**src/rtl/fifo_out.sv**
```systemverilog
// Registered status/strobe decoder for the FIFO: one clock from state/data_count to every flag.
// No backpressure: outputs are recomputed on every clock and never stall.
module fifo_out #(
    parameter int DEPTH = 8,
    parameter int CNT_W = 4
) (
    input  logic             clk,
    input  logic             rst,
    input  logic [2:0]       state,
    input  logic [CNT_W-1:0] data_count,
    output logic             full,
    output logic             empty,
    output logic             wr_ack,
    output logic             wr_err,
    output logic             rd_ack,
    output logic             rd_err
);

    typedef enum logic [2:0] {
        ST_INIT   = 3'b000,
        ST_WRITE  = 3'b001,
        ST_READ   = 3'b010,
        ST_NO_OP  = 3'b011,
        ST_WR_ERR = 3'b101,
        ST_RD_ERR = 3'b110
    } fifo_state_e;

    localparam logic [CNT_W-1:0] DEPTH_C = CNT_W'(DEPTH);

    logic full_nxt;
    logic empty_nxt;
    logic wr_ack_nxt;
    logic wr_err_nxt;
    logic rd_ack_nxt;
    logic rd_err_nxt;

    // Unused codes 100/111 fall into the default branch and behave as NO_OP.
    always_comb begin
        full_nxt   = (data_count >= DEPTH_C);
        empty_nxt  = (data_count == '0);
        wr_ack_nxt = 1'b0;
        wr_err_nxt = 1'b0;
        rd_ack_nxt = 1'b0;
        rd_err_nxt = 1'b0;
        case (state)
            ST_WRITE:  wr_ack_nxt = 1'b1;
            ST_READ:   rd_ack_nxt = 1'b1;
            ST_WR_ERR: wr_err_nxt = 1'b1;
            ST_RD_ERR: rd_err_nxt = 1'b1;
            default:   ;
        endcase
    end

    always_ff @(posedge clk or posedge rst) begin
        if (rst) begin
            full   <= 1'b0;
            empty  <= 1'b1;
            wr_ack <= 1'b0;
            wr_err <= 1'b0;
            rd_ack <= 1'b0;
            rd_err <= 1'b0;
        end else begin
            full   <= full_nxt;
            empty  <= empty_nxt;
            wr_ack <= wr_ack_nxt;
            wr_err <= wr_err_nxt;
            rd_ack <= rd_ack_nxt;
            rd_err <= rd_err_nxt;
        end
    end

endmodule

```
**config.mk**
```make
export PLATFORM = sky130hd
export DESIGN_NAME = fifo_out
export DESIGN_NICKNAME = d
export VERILOG_FILES = /design/src/rtl/fifo_out.sv
export SDC_FILE = /design/constraint.sdc
export NUM_CORES = 1
export LEC_CHECK = 0
export CAP_MARGIN = 10
export CORE_AREA = 2 2 39 41
export CTS_CLUSTER_DIAMETER = 120
export DETAILED_ROUTE_END_ITERATION = 8
export DIE_AREA = 0 0 41 43
export SLEW_MARGIN = 15
export SYNTH_ARGS = -nofsm -noshare
export SYNTH_HDL_FRONTEND = slang
export SYNTH_SLANG_ARGS = --single-unit
```
**constraint.sdc**
```tcl
create_clock -name clk -period 0.9 [get_ports clk]
set_input_delay 0.27 -clock clk [delete_from_list [all_inputs] [get_ports clk]]
set_output_delay 0.27 -clock clk [all_outputs]
set_load 0.02 [all_outputs]
```
==> key figures <==
Status
  – Status: finished with violations
  – Failing checks: negative setup slack

Clocking
  – Clock root buffer: clkbuf_4
  – Post-CTS setup repair buffer count: 0
  – Reg clk slew, reported paths: 50 ps
  – Clock buffer depth: 2
  – TritonCTS Buffers: 3
  – CTS tree: yes
  – Number of H-tree levels: 1
  – CTS Sinks: 6

Critical path
  – Largest stage delay, worst path: 520 ps
  – Critical Path Start Type: flop
  – Critical-path cell list: buf_6
  – Critical Path Sink Type: output pin
  – Crit path max fanout: 1
  – Worst path required time: 630 ps
  – CP arrival: 860 ps
  – Worst Path Buf+Inv: 1
  – Worst Setup Path Type: flop to output pin
  – Delay-heaviest family, CP: flip-flops
  – Slowest CP cell: dfstp_2

Finish
  – Finished Cell Area: 394.1 µm²
  – Final net count: 40
  – Commonest non-fill, non-tap cells in the layout: clkdlybuf4s50_1 (8), buf_6 (6), dfrtp_1 (5)
  – Area of the multi-input gates: 45.04 µm²
  – Most common cell after layout, fill and taps aside: clkdlybuf4s50_1
  – Register Area: 151.4 µm²
  – Fraction of layout cells with a size suffix above 1: 36.67%
  – Area grow syn2layout: 93.25%
  – Fill count: 140
  – N_diodes: 0
  – Post-route insts no fill: 46

Global routing
  – GR Util All Layers: 5.680%
  – Grt ovf: 0
  – Initial antenna violation count: 0
  – Global-route wire length before repair: 572 µm
  – Largest net degree at the start of global routing: 7
  – Vias in the first global route: 166

Flow run
  – Max_cap viols: 0

Timing
  – Hold Vio Cnt, Final: 0
  – FMAX: 0.8857 GHz
  – Max_slew headroom: 86.71%
  – Final min period: 1129 ps
  – Final Cycle Share: 125.4%
  – Worst Max-Slew Pin Slew: 197.7 ps
  – Setup violators final: 6
  – Fin worst setup slack: -229.0 ps
  – RSZ-0062 raised after global routing: yes
  – Slew Viols, Final: 0

Power
  – Switch share: 20.22%
  – Pwr dens: 1608 nW/µm²
  – Cell leakage power: 0.0001818 µW
  – VDD IR max: 396.5 µV
  – Sequential cell fraction of total power: 45.3%
  – Logic pwr share: 14.3%
  – Clock network power share: 40.4%
  – Psw: 128.1 µW
  – Cell Int Power: 505.5 µW

Routing
  – WL final: 402 µm
  – Routed vias: 160
  – DR pass1 iterations: 1
  – Detail Route Antenna Nets: 0
  – Iteration-0 DRC Markers: 0
  – Drc violations: 0
  – DR WL/cell: 8.739 µm
  – DR vias/cell: 3.478

Yosys
  – Dominant cells by area after synthesis: dfrtp_1 (61%), dfstp_2 (13%), and3b_1 (8.6%), nor3b_1 (7.4%), nor4_2 (6.1%)
  – Sequential element share of the synthesized area: 74.23%
  – Syn. warnings: 0
  – Synthesized instance count: 13
  – Synth area leader: dfrtp_1
  – Synth top area share: 61.35%
  – #FFs+latches synth: 6
  – Post-synth cell types: 7
  – Synthesized Nets: 22
  – Mapped Avg Cell Area: 15.69 µm²
  – Synthesized cell area: 203.9 µm²

Floorplanning
  – Initial Util: 14.74%
  – Area of the core: 1384 µm²
  – Die W: 41 µm
  – Rows: 14
  – Die area: 1763 µm²
  – Die Span Y: 43 µm
  – Num ports: 15

Placement
  – Placed instance area: 360.3 µm²
  – Port Buffers: 14
  – GPL Wtd Cong: 0.6698
  – Inst Count DP: 42

Min path
  – Hold Path Class: input pin to async pin
## stage by stage
| step | utilization, % | setup WS (ps) | hold WS (ps) | total power [µW] | TNS (ps) |
|---|---|---|---|---|---|
| final | 28.48 | -229.0 | 244.9 | 633.6 | -757.4 |
| after global routing | 28.48 | -256.6 | 243.3 | 671.7 | -927.0 |
| after detailed placement | 26.04 | -456.8 | 494.2 | 378.0 | -2711 |
| after global placement | 26.04 | -452.4 | 485.9 | 375.4 | -2565 |
| after floorplan | - | 75.59 | 60.23 | 315.5 | 0 |
| after CTS | 28.48 | -242.5 | 238.6 | 648.4 | -833.8 |
## metal layers
metal / GRT usage, % / vias to the layer above / routed length (µm)
li1: - / 77 / -
met1: 5.648 / 68 / 180
met2: 6.563 / 15 / 146
met3: 3.141 / 0 / 75
met4: 8.000 / 0 / 0
met5: 0 / - / 0
## power groups by stage
stage	logic (µW)	registers [µW]	clock network (µW)
2_1_floorplan	13.2	302	0
3_3_place_gp	87.3	288	0
3_5_place_dp	89.3	289	0
4_1_cts	91.8	287	269
5_1_grt	97.4	287	287
6_report	90.7	287	256
## logic make-up (layout without fill, tap and decap cells)
logic type             count (synthesis)  after routing  synth area share, %
flip-flops                             6              6                74.24
AND/OR/NAND/NOR                        5              5                22.08
buffers and inverters                  2             19                3.677
## final cells by class
type / count / area share [%]
Clock buffer: 4 / 6.667
Inverter: 1 / 0.9524
Multi-Input combinational cell: 5 / 11.43
Sequential cell: 6 / 38.41
Tap cell: 16 / 5.079
Timing Repair Buffer: 14 / 37.46
## flip-flops by register name, indices dropped and copies added (netlist names)
signal  count
empty       1
rd_ack      1
full        1
rd_err      1
wr_ack      1
wr_err      1
## synthesized netlist by cell type (all sizes together)
| cell type | n |
|---|---|
| dfstp | 1 |
| and3b | 2 |
| inv | 1 |
| nor3b | 2 |
| nor4 | 1 |
| clkbuf | 1 |
| dfrtp | 5 |
## timing repair
item	4_1_cts	5_1_grt
setup endpoints to repair	6	6
gates resized for setup	36	0
hold buffers	0	0
## worst max-delay path by stage
stage	from	endpoint	slack, ps	cells after the start
final	empty	empty	-230	1
after global routing	empty	empty	-260	1
after CTS	empty	empty	-240	1
after detailed placement	empty	empty	-460	1
after global placement	empty	empty	-450	1
after floorplan	empty	empty	80	0
Note: power is estimated with default switching activity, not from simulation.
